### src/rtl/i2c_byte_sequencer.sv
// rtl/i2c_byte_sequencer.sv - single-transaction I2C master byte sequencer
// Drives SCL, the master data bit and the SDA selector lines for START/ADDR/ACK/DATA/ACK/STOP.
module i2c_byte_sequencer #(
  parameter int CLK_DIV = 4
) (
  input  logic       clk,
  input  logic       rst_n,
  input  logic       cmd_valid,
  output logic       cmd_ready,
  input  logic [6:0] cmd_addr,
  input  logic       cmd_rw,
  input  logic [7:0] cmd_wdata,
  output logic       scl,
  output logic       sda_o,
  input  logic       sda_i,
  output logic       sel_rw,
  output logic       sel_ack,
  output logic       busy,
  output logic       done,
  output logic       nack,
  output logic [7:0] rdata
);

  typedef enum logic [2:0] {
    S_IDLE, S_START, S_ADDR, S_AACK, S_DATA, S_DACK, S_STOP
  } state_t;

  localparam int            DW      = (CLK_DIV > 1) ? $clog2(CLK_DIV) : 1;
  localparam logic [DW-1:0] DIV_MAX = DW'(CLK_DIV - 1);

  state_t        state_q, state_d;
  logic [DW-1:0] div_q, div_d;
  logic [1:0]    qtr_q, qtr_d;
  logic [2:0]    bit_q, bit_d;
  logic [7:0]    shift_q, shift_d;
  logic [7:0]    wdata_q, wdata_d;
  logic          rw_q, rw_d;
  logic          samp_q, samp_d;
  logic          busy_q, busy_d;
  logic          done_q, done_d;
  logic          nack_q, nack_d;
  logic [7:0]    rdata_q, rdata_d;

  logic qtr_end, slot_end;

  always_ff @(posedge clk or negedge rst_n) begin
    if (!rst_n) begin
      state_q <= S_IDLE;
      div_q   <= '0;
      qtr_q   <= '0;
      bit_q   <= '0;
      shift_q <= '0;
      wdata_q <= '0;
      rw_q    <= 1'b0;
      samp_q  <= 1'b1;
      busy_q  <= 1'b0;
      done_q  <= 1'b0;
      nack_q  <= 1'b0;
      rdata_q <= '0;
    end else begin
      state_q <= state_d;
      div_q   <= div_d;
      qtr_q   <= qtr_d;
      bit_q   <= bit_d;
      shift_q <= shift_d;
      wdata_q <= wdata_d;
      rw_q    <= rw_d;
      samp_q  <= samp_d;
      busy_q  <= busy_d;
      done_q  <= done_d;
      nack_q  <= nack_d;
      rdata_q <= rdata_d;
    end
  end

  always_comb begin
    state_d = state_q;
    div_d   = div_q;
    qtr_d   = qtr_q;
    bit_d   = bit_q;
    shift_d = shift_q;
    wdata_d = wdata_q;
    rw_d    = rw_q;
    samp_d  = samp_q;
    busy_d  = busy_q;
    done_d  = 1'b0;
    nack_d  = nack_q;
    rdata_d = rdata_q;

    qtr_end  = (div_q == DIV_MAX);
    slot_end = qtr_end && (qtr_q == 2'd3);

    if (state_q != S_IDLE) begin
      div_d = qtr_end ? '0 : div_q + 1'b1;
      if (qtr_end) qtr_d = qtr_q + 2'd1;
      if (qtr_end && (qtr_q == 2'd2)) samp_d = sda_i;
    end

    // Decisions are made on the last cycle of a slot, using the sample from its Q2.
    case (state_q)
      S_IDLE: begin
        if (cmd_valid) begin
          state_d = S_START;
          div_d   = '0;
          qtr_d   = '0;
          shift_d = {cmd_addr, cmd_rw};
          wdata_d = cmd_wdata;
          rw_d    = cmd_rw;
          busy_d  = 1'b1;
          nack_d  = 1'b0;
        end
      end
      S_START: begin
        if (slot_end) begin
          state_d = S_ADDR;
          bit_d   = 3'd7;
        end
      end
      S_ADDR: begin
        if (slot_end) begin
          if (bit_q == 3'd0) begin
            state_d = S_AACK;
            shift_d = wdata_q;
          end else begin
            bit_d   = bit_q - 3'd1;
            shift_d = {shift_q[6:0], samp_q};
          end
        end
      end
      S_AACK: begin
        if (slot_end) begin
          if (samp_q) begin
            nack_d  = 1'b1;
            state_d = S_STOP;
          end else begin
            state_d = S_DATA;
            bit_d   = 3'd7;
          end
        end
      end
      S_DATA: begin
        if (slot_end) begin
          shift_d = {shift_q[6:0], samp_q};
          if (bit_q == 3'd0) begin
            state_d = S_DACK;
            if (rw_q) rdata_d = {shift_q[6:0], samp_q};
          end else begin
            bit_d = bit_q - 3'd1;
          end
        end
      end
      S_DACK: begin
        if (slot_end) begin
          if (!rw_q && samp_q) nack_d = 1'b1;
          state_d = S_STOP;
        end
      end
      S_STOP: begin
        if (slot_end) begin
          state_d = S_IDLE;
          busy_d  = 1'b0;
          done_d  = 1'b1;
        end
      end
      default: state_d = S_IDLE;
    endcase
  end

  always_comb begin
    scl     = 1'b1;
    sda_o   = 1'b1;
    sel_rw  = 1'b0;
    sel_ack = 1'b0;
    case (state_q)
      S_START: sda_o = ~qtr_q[1];
      S_ADDR: begin
        scl   = qtr_q[1];
        sda_o = shift_q[7];
      end
      S_AACK: begin
        scl     = qtr_q[1];
        sel_ack = 1'b1;
        sel_rw  = 1'b1;
      end
      S_DATA: begin
        scl = qtr_q[1];
        if (rw_q) sel_rw = 1'b1;
        else      sda_o  = shift_q[7];
      end
      // Read ends with a master NACK; write samples the slave ACK.
      S_DACK: begin
        scl     = qtr_q[1];
        sel_ack = 1'b1;
        sel_rw  = ~rw_q;
      end
      S_STOP: begin
        scl   = qtr_q[1];
        sda_o = (qtr_q == 2'd3);
      end
      default: ;
    endcase
  end

  assign cmd_ready = (state_q == S_IDLE);
  assign busy      = busy_q;
  assign done      = done_q;
  assign nack      = nack_q;
  assign rdata     = rdata_q;

endmodule

### config.mk
export PLATFORM = sky130hd
export DESIGN_NAME = i2c_byte_sequencer
export DESIGN_NICKNAME = d
export VERILOG_FILES = /design/src/rtl/i2c_byte_sequencer.sv
export SDC_FILE = /design/constraint.sdc
export NUM_CORES = 1
export LEC_CHECK = 0
export ABC_AREA = 0
export CORE_ASPECT_RATIO = 0.9
export CORE_MARGIN = 2
export CORE_UTILIZATION = 30
export DETAILED_ROUTE_END_ITERATION = 8
export GPL_TIMING_DRIVEN = 0
export PLACE_DENSITY = 0.48
export RECOVER_POWER = 25
export SYNTH_ARGS = -nofsm -noshare
export SYNTH_HDL_FRONTEND = slang
export SYNTH_SLANG_ARGS = --single-unit
### constraint.sdc
create_clock -name clk -period 3.8 [get_ports clk]
set_input_delay 0.57 -clock clk [delete_from_list [all_inputs] [get_ports clk]]
set_output_delay 0.57 -clock clk [all_outputs]
set_load 0.02 [all_outputs]
==> impl_metrics.yaml <==
outcome:
  status: "completed"
power_and_ir_drop:
  p_leak_nw: 1.152
  peakVddDrop_mv: 0.3428
  power_w: 0.001850
  pwr_density_cell_mw_per_mm2: 672.4
timing:
  tns_ns: 0
  setup_viol: 0
  setup_slack_ns: 0.8169
  report.final.slew_viol_count: 0
  holdWs_ns: 0.4110
  tightest_slew_ns: 1.183
  rsz0062_at_grt: "no"
  fin_crit_sh_pct: 78.50
  period_needed_ns: 2.983
  max_freq_ghz: 0.3352
  slew_headroom_pct: 21.12
  hold_viol: 0
  fin_worst_skew_ns: 0.008224
finish:
  synthToLayoutAreaGrowth_pct: 26.82
  nNetsFinal: 264
  diodes: 0
  utilization_pct: 39.09
  drive_above_1_share_pct: 21.34
drt:
  drc: 0
  drt_iter0_drc: 127
  num_vias: 1610
  vias_per_cell: 4.849
  wirelength_um: 4950
  ant_nets: 0
  dr.pass1.iters: 5
  wl_per_cell_um: 14.91
clocking:
  cts_buffers: 5
  cts_num_sinks: 39
  ctsResizeCount: 0
  ctsHoldBuffers: 0
  postCtsSetupRepairBufs: 0
  cts_tree: "yes"
  clock_path_buffers: 2
  clk_latency_ns: 0.30
  cts_root_buffer: "clkbuf_8"
  cts_htree_levels: 2
  clkTransAtPathRegs_ns: 0.08
floorplanning:
  start_util_pct: 30.82
  die-area_mm2: 0.007929
  rows: 29
  ios: 36
  chipHeight_um: 84.68
  core_mm2: 0.007039
  die_x_um: 93.64
global_route:
  grt_use_total_pct: 13.46
  grt_pass1_vias: 1604
  grt_overflow_total: 0
  antenna_found_initial: 0
  grt_pass1_wl_um: 8342
  grt_max_degree: 22
critical_path:
  startpoint_type: "register"
  crit_type: "register to output port"
  critPathCaptureType: "output port"
  cp_max_fo: 10
  required_ns: 3.23
  worstPathArrival_ns: 2.41
yosys:
  avgSynthCellArea_um2: 11.13
  yosysSeqAreaShare_pct: 45.04
  syn_nets: 221
  syn_inst: 195
  synth_cell_types: 48
  synthArstFlopShare_pct: 100.0
  synth_seq_cells: 39
  synth_edf_count: 0
  synthFlopType: "dfrtp_1"
  syn-cell-area_mm2: 0.002170
  ys_warn_count: 0
placed_design:
  dp_hpwl_um: 3613
  gp_congestion: 0.8031
  pre_cts_slack_ns: 1.154
  io_buffers: 35
hold_path:
  hp-class: "input port to async pin"
flow_run:
  maxCapViolCount: 0
[report_power, final]
part / switching (W) / leakage, nW / internal (W)
logic: 0.000388 / 0.613 / 0.000390
registers: 0.000136 / 0.478 / 0.000567
clock network: 0.000156 / 0.0612 / 0.000213
[placed cells by master (no fill, tap or decap), types with 2 or more instances in the layout]
cell	n
a21oi_1	5
o22ai_1	7
nand3b_1	2
clkbuf_8	6
mux2i_1	8
nor2_1	8
mux2_4	8
o31ai_1	3
buf_2	3
a2bb2oi_1	2
nand3_1	4
clkdlybuf4s50_1	34
a22oi_1	7
a21boi_0	2
nor2b_1	2
nand2_1	12
inv_1	6
ha_1	6
a31oi_1	2
o21a_1	2
clkbuf_1	6
mux2_2	20
buf_1	2
and2_1	3
dfrtp_1	38
buf_6	4
o21ai_0	11
or3_1	2
[cells by family (layout without fill, tap and decap cells)]
kind of cell             Yosys count  after routing  synth area share, %
AO/OA/AOI/OAI                     49             49                15.51
AND/OR/NAND/NOR                   42             42                10.21
flip-flops                        39             39                45.04
multiplexers                      36             36                19.61
buffers and inverters             21             65                5.363
adder cells (fa/ha/maj)            6              6                3.460
XOR/XNOR                           2              2               0.8075
[synthesized netlist by cell type, types with 2 or more instances]
cell type / count / area share [%]
nand3_1: 4 / 0.92
o31ai_1: 3 / 1.0
buf_1: 2 / 0.35
a21boi_0: 2 / 0.69
clkbuf_1: 4 / 0.69
buf_6: 4 / 2.1
o22ai_1: 7 / 2.0
dfrtp_1: 38 / 44
a31oi_1: 2 / 0.58
nor2_1: 8 / 1.4
mux2i_1: 8 / 3.7
mux2_2: 20 / 10
nand3b_1: 2 / 0.69
a21oi_1: 5 / 1.2
buf_2: 3 / 0.69
a22oi_1: 7 / 2.4
or3_1: 2 / 0.58
ha_1: 6 / 3.5
nand2_1: 12 / 2.1
inv_1: 6 / 1.0
and2_1: 3 / 0.87
mux2_4: 8 / 5.5
o21ai_0: 11 / 2.5
a2bb2oi_1: 2 / 0.81
nor2b_1: 2 / 0.58
o21a_1: 2 / 0.69
[worst paths after layout]
path	slack, ns	endpoint	startpoint	depth (start not counted)
min reg2reg	0.52	bit_q[1]	bit_q[1]	1
max in group asynchronous	1.78	shift_q[5]	rst_n	2
max	0.82	sda_o	state_q[2]	7
max reg2reg	1.67	shift_q[5]	qtr_q[1]	6
min	0.41	div_q[1]	rst_n	1
min in group clk	0.52	bit_q[1]	bit_q[1]	1
[worst max-delay path, cell delays in order (launching register included)]
cell	delay, ns
dfrtp_1	0.33
buf_2	0.19
buf_1	0.40
mux2i_1	0.13
a21oi_1	0.17
nor2_1	0.06
a31oi_1	0.19
clkdlybuf4s50_1	0.63
[through the flow]
step                area [um^2]  std cells
finish                     2751        332
global route               2751        332
CTS                        2776        332
detailed placement         2659        324
global placement           2636        323
floorplan                  2170        195
[final cells by class]
| type | instances | area, um^2 |
|---|---|---|
| inverters | 7 | 26.28 |
| repair buffers | 36 | 347.8 |
| clock buffers | 6 | 82.58 |
| well taps | 93 | 116.4 |
| fillers | 713 | 4288 |
| flip-flops and latches | 39 | 977.2 |
| clock inverters | 2 | 35.03 |
| plain buffers | 14 | 90.09 |
| multi-input cells | 135 | 1076 |
[state kept, by name, indices dropped and copies added, names as in the netlist, 2 cells and up]
register  count
wdata_q       8
shift_q       8
bit_q         3
rdata         8
state_q       3
qtr_q         2
div_q         2
[per-layer routing]
layer	GRT usage [%]	share of wire (%)	wire, um
met3	2.424	3.0	147
met5	0	0	0
met2	19.62	45	2220
met4	5.138	1.6	78
met1	19.82	51	2503
Power figures use the tool's default switching activity.
